--- src/rtl/lsu_pkg.sv ---
// Shared definitions for the load/store memory initiator: funct3 encodings,
// access-size decode and the FSM state type.
package lsu_pkg;

  localparam logic [2:0] F3_B  = 3'd0;
  localparam logic [2:0] F3_H  = 3'd1;
  localparam logic [2:0] F3_W  = 3'd2;
  localparam logic [2:0] F3_BU = 3'd4;
  localparam logic [2:0] F3_HU = 3'd5;

  typedef enum logic [2:0] {
    S_IDLE    = 3'd0,
    S_LD_WAIT = 3'd1,
    S_LD_HI   = 3'd2,
    S_ST_HI   = 3'd3,
    S_DONE    = 3'd4
  } lsu_state_e;

  // Access size in bytes from funct3[1:0]; codes 3/6/7 are rejected elsewhere.
  function automatic logic [2:0] size_bytes(input logic [2:0] f3);
    case (f3[1:0])
      2'd0:    return 3'd1;
      2'd1:    return 3'd2;
      default: return 3'd4;
    endcase
  endfunction

  function automatic logic f3_legal(input logic load, input logic [2:0] f3);
    if (load) begin
      return (f3 == F3_B) || (f3 == F3_H) || (f3 == F3_W) ||
             (f3 == F3_BU) || (f3 == F3_HU);
    end
    return (f3 < 3'd3);
  endfunction

endpackage

--- src/rtl/lsu_align.sv ---
// Combinational byte-lane logic: store data/mask placement across two words
// and load extraction with sign/zero extension.
module lsu_align
  import lsu_pkg::*;
(
  input  logic [2:0]  i_funct3,
  input  logic [1:0]  i_off,
  input  logic [31:0] i_wdata,
  input  logic [31:0] i_word_lo,
  input  logic [31:0] i_word_hi,
  output logic [31:0] o_lane_lo,
  output logic [31:0] o_lane_hi,
  output logic [3:0]  o_mask_lo,
  output logic [3:0]  o_mask_hi,
  output logic        o_cross,
  output logic [31:0] o_rdata
);

  logic [2:0]  w_size;
  logic [7:0]  w_size_mask;
  logic [7:0]  w_m8;
  logic [5:0]  w_bit_off;
  logic [63:0] w_lanes;
  logic [63:0] w_shift;

  always_comb begin
    w_size      = size_bytes(i_funct3);
    w_size_mask = (w_size == 3'd1) ? 8'h01 : (w_size == 3'd2) ? 8'h03 : 8'h0F;
    w_bit_off   = {1'b0, i_off, 3'b000};
    w_m8        = w_size_mask << i_off;
    w_lanes     = {32'd0, i_wdata} << w_bit_off;
    w_shift     = {i_word_hi, i_word_lo} >> w_bit_off;
    o_cross     = ({2'b00, i_off} + {1'b0, w_size}) > 4'd4;
    o_lane_lo   = w_lanes[31:0];
    o_lane_hi   = w_lanes[63:32];
    o_mask_lo   = w_m8[3:0];
    o_mask_hi   = w_m8[7:4];
    o_rdata     = 32'd0;
    case (i_funct3)
      F3_B:    o_rdata = {{24{w_shift[7]}}, w_shift[7:0]};
      F3_H:    o_rdata = {{16{w_shift[15]}}, w_shift[15:0]};
      F3_W:    o_rdata = w_shift[31:0];
      F3_BU:   o_rdata = {24'd0, w_shift[7:0]};
      F3_HU:   o_rdata = {16'd0, w_shift[15:0]};
      default: o_rdata = 32'd0;
    endcase
  end

endmodule

--- src/rtl/lsu_mem_initiator.sv ---
// Load/store initiator for a single-cycle synchronous data memory port.
// Turns byte/half/word requests into masked word accesses, splitting word-crossing ones.
module lsu_mem_initiator
  import lsu_pkg::*;
#(
  parameter bit ALLOW_MISALIGNED = 1'b1
) (
  input  logic        clk,
  input  logic        reset,
  // Request handshake: a request transfers in a cycle where req_valid and
  // req_ready are both 1; req_ready is 1 only in IDLE. resp_valid is a
  // one-cycle completion pulse with no back-pressure.
  input  logic        req_valid,
  output logic        req_ready,
  input  logic        req_load,
  input  logic [2:0]  req_funct3,
  input  logic [31:0] req_addr,
  input  logic [31:0] req_wdata,
  output logic        resp_valid,
  output logic [31:0] resp_rdata,
  output logic        resp_err,
  output logic [31:0] mem_addr,
  output logic [3:0]  mem_wmask,
  output logic [31:0] mem_wdata,
  input  logic [31:0] mem_data,
  output logic [2:0]  dbg_state
);

  lsu_state_e  r_state;
  lsu_state_e  w_next;
  logic [2:0]  r_funct3;
  logic        r_load;
  logic [1:0]  r_off;
  logic [31:0] r_wdata;
  logic [31:0] r_addr;
  logic [31:0] r_lo;
  logic        r_err;
  logic [31:0] r_last;

  logic        w_idle;
  logic        w_accept;
  logic        w_req_illegal;
  logic [2:0]  w_f3;
  logic [1:0]  w_off;
  logic [31:0] w_wd;
  logic [31:0] w_word_lo;
  logic [31:0] w_addr_a;
  logic [31:0] w_addr_b;
  logic [31:0] w_lane_lo;
  logic [31:0] w_lane_hi;
  logic [3:0]  w_mask_lo;
  logic [3:0]  w_mask_hi;
  logic        w_cross;
  logic [31:0] w_rdata;

  assign w_idle    = (r_state == S_IDLE);
  assign w_accept  = w_idle && req_valid;
  assign req_ready = w_idle;
  assign dbg_state = r_state;

  // The aligner sees the live request in IDLE and the latched one afterwards.
  assign w_f3      = w_idle ? req_funct3 : r_funct3;
  assign w_off     = w_idle ? req_addr[1:0] : r_off;
  assign w_wd      = w_idle ? req_wdata : r_wdata;
  assign w_word_lo = (r_state == S_LD_HI) ? r_lo : mem_data;
  assign w_addr_a  = w_idle ? {req_addr[31:2], 2'b00} : r_addr;
  assign w_addr_b  = r_addr + 32'd4;

  assign w_req_illegal = !f3_legal(req_load, req_funct3) ||
                         (w_cross && (ALLOW_MISALIGNED == 1'b0));

  lsu_align u_align (
    .i_funct3  (w_f3),
    .i_off     (w_off),
    .i_wdata   (w_wd),
    .i_word_lo (w_word_lo),
    .i_word_hi (mem_data),
    .o_lane_lo (w_lane_lo),
    .o_lane_hi (w_lane_hi),
    .o_mask_lo (w_mask_lo),
    .o_mask_hi (w_mask_hi),
    .o_cross   (w_cross),
    .o_rdata   (w_rdata)
  );

  always_comb begin
    w_next     = r_state;
    mem_addr   = w_addr_a;
    mem_wmask  = 4'd0;
    mem_wdata  = w_lane_lo;
    resp_valid = 1'b0;
    resp_err   = 1'b0;
    resp_rdata = r_last;
    case (r_state)
      S_IDLE: begin
        if (req_valid) begin
          if (w_req_illegal) begin
            w_next = S_DONE;
          end else if (req_load) begin
            w_next = S_LD_WAIT;
          end else begin
            mem_wmask = w_mask_lo;
            w_next    = w_cross ? S_ST_HI : S_DONE;
          end
        end
      end
      S_LD_WAIT: begin
        if (w_cross) begin
          mem_addr = w_addr_b;
          w_next   = S_LD_HI;
        end else begin
          resp_valid = 1'b1;
          resp_rdata = w_rdata;
          w_next     = S_IDLE;
        end
      end
      S_LD_HI: begin
        resp_valid = 1'b1;
        resp_rdata = w_rdata;
        w_next     = S_IDLE;
      end
      S_ST_HI: begin
        mem_addr  = w_addr_b;
        mem_wmask = w_mask_hi;
        mem_wdata = w_lane_hi;
        w_next    = S_DONE;
      end
      S_DONE: begin
        resp_valid = 1'b1;
        resp_err   = r_err;
        resp_rdata = 32'd0;
        w_next     = S_IDLE;
      end
      default: w_next = S_IDLE;
    endcase
    // Suppress any write or response at the reset edge, including a pending beat1.
    if (reset) begin
      mem_wmask  = 4'd0;
      resp_valid = 1'b0;
      resp_err   = 1'b0;
    end
  end

  always_ff @(posedge clk) begin
    if (reset) begin
      r_state  <= S_IDLE;
      r_funct3 <= 3'd0;
      r_load   <= 1'b0;
      r_off    <= 2'd0;
      r_wdata  <= 32'd0;
      r_addr   <= 32'd0;
      r_lo     <= 32'd0;
      r_err    <= 1'b0;
      r_last   <= 32'd0;
    end else begin
      r_state <= w_next;
      if (w_accept) begin
        r_funct3 <= req_funct3;
        r_load   <= req_load;
        r_off    <= req_addr[1:0];
        r_wdata  <= req_wdata;
        r_addr   <= {req_addr[31:2], 2'b00};
        r_err    <= w_req_illegal;
      end
      if (r_state == S_LD_WAIT) begin
        r_lo <= mem_data;
      end
      if (resp_valid) begin
        r_last <= resp_rdata;
      end
    end
  end

endmodule

--- config.mk ---
export PLATFORM = sky130hd
export DESIGN_NAME = lsu_mem_initiator
export DESIGN_NICKNAME = d
export VERILOG_FILES = /design/src/rtl/lsu_pkg.sv /design/src/rtl/lsu_align.sv /design/src/rtl/lsu_mem_initiator.sv
export SDC_FILE = /design/constraint.sdc
export NUM_CORES = 1
export LEC_CHECK = 0
export BUFFER_PORTS_ARGS = -buffer_cell sky130_fd_sc_hd__clkbuf_2
export CAP_MARGIN = 40
export CORE_MARGIN = 5
export CORE_UTILIZATION = 45
export CTS_BUF_LIST = sky130_fd_sc_hd__clkbuf_8
export CTS_CLUSTER_SIZE = 24
export DETAILED_ROUTE_END_ITERATION = 12
export GPL_ROUTABILITY_DRIVEN = 0
export PLACE_DENSITY = 0.73
export SYNTH_ARGS = -nofsm -noshare
export SYNTH_HDL_FRONTEND = slang
export SYNTH_SLANG_ARGS = --single-unit
--- constraint.sdc ---
create_clock -name clk -period 11.3 [get_ports clk]
set_input_delay 0 -clock clk [delete_from_list [all_inputs] [get_ports clk]]
set_output_delay 0 -clock clk [all_outputs]
set_load 0.01 [all_outputs]
==> metrics <==
status complete, no violations; synthesized instance count 1,322; most common flop cell mapped by yosys dfxtp_1; Achievable Freq 185.0 MHz; Hold WC Path Type in2reg; slowest stage cell, crit path or3_2; max-cap violations 0; vias around 11,000; port buffer count 206; mean post-synth cell area 6.992 sq um; Nets 1,659; max incr delay on CP 590 ps; total wire length 32,590 microns; Crit path max-delay family simple AND/OR/NAND/NOR gates; Fillers around 1,900; chip width ~150 microns; initial antenna violation count 1; largest cells by area after synthesis dfxtp_1, nand2_1, a21oi_1, mux2i_1, nor2_1; register area about 2700 sq um; final setup margin 5894 ps; multi-input logic area 5976 sq um; Unique masters post-synth ~70; Critical Path AT 5410 ps; FFs w/ async S/R, synth 0%; WL met3 slightly below 3000 microns; Root Buffer clkbuf_8; Initial DRC Count ~1,100; Top Metal Used met4; FP Rows 52; pre-CTS setup slack 6339 ps; most instantiated library cell after synthesis nand2_1; Final setup viols 0; Synth-to-Final Area Change 26.52%; Crit Path Class reg2out; wl on met1 14,040 microns; H-tree depth 4; DR DRC count 0; routed length on met2 14,760 microns; peak supply drop 0.00006975 V; Final Hold Vio Count 0; core area 20,230 sq um; HPWL after detailed placement 21,770 microns; Yosys top cell area share 29.24%; post-cts sizing count 0; shortest period the worst path allows about 5400 ps; slew margin rel. 39.69%; pin count of the biggest net entering global routing 74; Critical Path RT 11,300 ps; synthesized cell area 9244 sq um; vias in the first global route 9,885; clk_lat worst skew 450 ps; critical path, cell by cell or3_2, inv_4, mux2_2, nor2_1, fa_1, or4_1, nand4_1, o21a_1, a21oi_4, buf_16, a221oi_1, a21oi_1, clkbuf_2; Pre-antenna DRT Iters 5; PnR Total Power 1685 uW; Num CTS Buffers 17; setup_tns 0 ps; CP Launch Type flop; crit path max fanout 58; top cells by count, synth nand2_1, a21oi_1, dfxtp_1, nor2_1, clkbuf_1; die area 23,510 sq um; Final Instance Area around 12,000 sq um; number of nets with antenna violations after routing 0; Final period util around 48%; Worst-Margin Slew 904.6 ps; All-Layer GR Usage between 20% and 30%; CTS tree built; Via-to-Cell Ratio 5.852; P_leak slightly above 0.005 uW; RSZ-0062 raised after global routing false; Slew Limit Fails 0; number of enable flip-flop cells after synthesis 0; CTS max path bufs 2; # IOs 209; Synth warnings 0; WP buf/inv 3; CTS Sinks 135; total congestion overflow 0; clock skew ~12 ps; Die H 153.3 microns; Routed WL per cell 17.74 microns; sequential-to-total area share from yosys stat 29.24%; synthesis-stage register bit count 135; Initial Utilization 45.68%; Clock transition at path regs 80 ps; fraction of layout cells with a size suffix above 1 19.28%; first-pass GRT wire length about 52,000 microns; CP Capture Type primary output; placed inst area 10,270 sq um; Yosys top cell by area dfxtp_1; power per cell area 144.1 nW/um^2
## registers in the layout, indices dropped and copies added, names as in the netlist
signal and count:
dbg_state 3, r_addr 30, r_wdata 32, r_err 1, r_last 32, r_funct3 3, r_lo 32, r_off 2
## worst paths after layout
| kind | slack [ps] | endpoint | depth (start not counted) | startpoint |
|---|---|---|---|---|
| worst min-delay path | 120 | r_addr[16]$_SDFFE_PP0P_ | 2 | reset |
| worst min register to register | 460 | r_lo[13]$_SDFFE_PP0P_ | 2 | r_lo[13]$_SDFFE_PP0P_ |
| worst max register to register | 6300 | r_last[17]$_SDFFE_PP0P_ | 12 | dbg_state[0]$_SDFFE_PP0P_ |
| worst max-delay path | 5890 | resp_rdata[18] | 13 | dbg_state[0]$_SDFFE_PP0P_ |
## report_power, final
group | internal [uW] | leakage (uW) | switching, uW
Sequential | 508 | 0.00110 | 31.0
Combinational | 280 | 0.00377 | 471
Clock | 197 | 0.000193 | 198
Total | 985 | 0.00506 | 700
## cells by family after synthesis
| group | count (synthesis) | share of synthesized area [%] |
|---|---|---|
| compound gates | 414 | 27.95 |
| fa+ha+maj | 3 | 0.4872 |
| flops | 135 | 29.24 |
| mux | 92 | 10.53 |
| xor+xnor | 3 | 0.2843 |
| other cells | 1 | 0.04057 |
| buf+inv | 127 | 6.321 |
| simple gates | 547 | 25.15 |
## routing by layer
metal  global-route usage [%]  vias to the layer above
met2                    41.73                      561
met3                    5.315                       57
met1                    36.36                     4994
met4                    8.782                        0
met5                        0                        -
li1                         -                     5138
## metrics by stage
| step | util, % | cells | hold WS (ps) |
|---|---|---|---|
| 4_1_cts | 57.79 | 1836 | 84.27 |
| 3_3_place_gp | 50.39 | 1697 | 237.8 |
| 6_report | 57.80 | 1837 | 119.9 |
| 5_1_grt | 57.80 | 1837 | 103.5 |
| 2_1_floorplan | - | 1323 | 54.40 |
| 3_5_place_dp | 50.77 | 1701 | 244.2 |
## cells in the final DEF, fill, tap and decap left out, drive strengths merged, types with 3 or more instances in the layout
cell / n
mux2i: 69
or3: 4
nor2: 80
a31oi: 12
o2bb2ai: 8
and3: 30
nor2b: 19
dfxtp: 135
a211oi: 32
nor3: 12
nand2: 351
inv: 17
a32oi: 3
clkbuf: 226
o32ai: 3
nand2b: 3
o22ai: 14
a21o: 3
a22o: 16
clkinvlp: 4
dlygate4sd3: 103
nand3: 22
a311oi: 8
a21oi: 210
buf: 17
mux2: 23
o21a: 8
nand4: 9
and2: 9
a221oi: 20
o22a: 10
o21ai: 51
## what timing repair did
item | in CTS | in global routing
setup buffers | 0 | 0
hold buffers | 103 | 0
endpoints found under the hold margin | 101 | 0
setup endpoints to repair | 0 | 0
## layout make-up
| class | count | area share [%] |
|---|---|---|
| Tap cell | 270 | 2.889 |
| Antenna cell | 1 | 0.02140 |
| Multi-Input combinational cell | 1061 | 51.10 |
| Timing Repair Buffer | 325 | 19.09 |
| Sequential cell | 135 | 23.11 |
| Clock inverter | 11 | 0.8452 |
| Inverter | 13 | 0.4814 |
| Clock buffer | 21 | 2.471 |
Note: power is estimated with default switching activity, not from simulation.
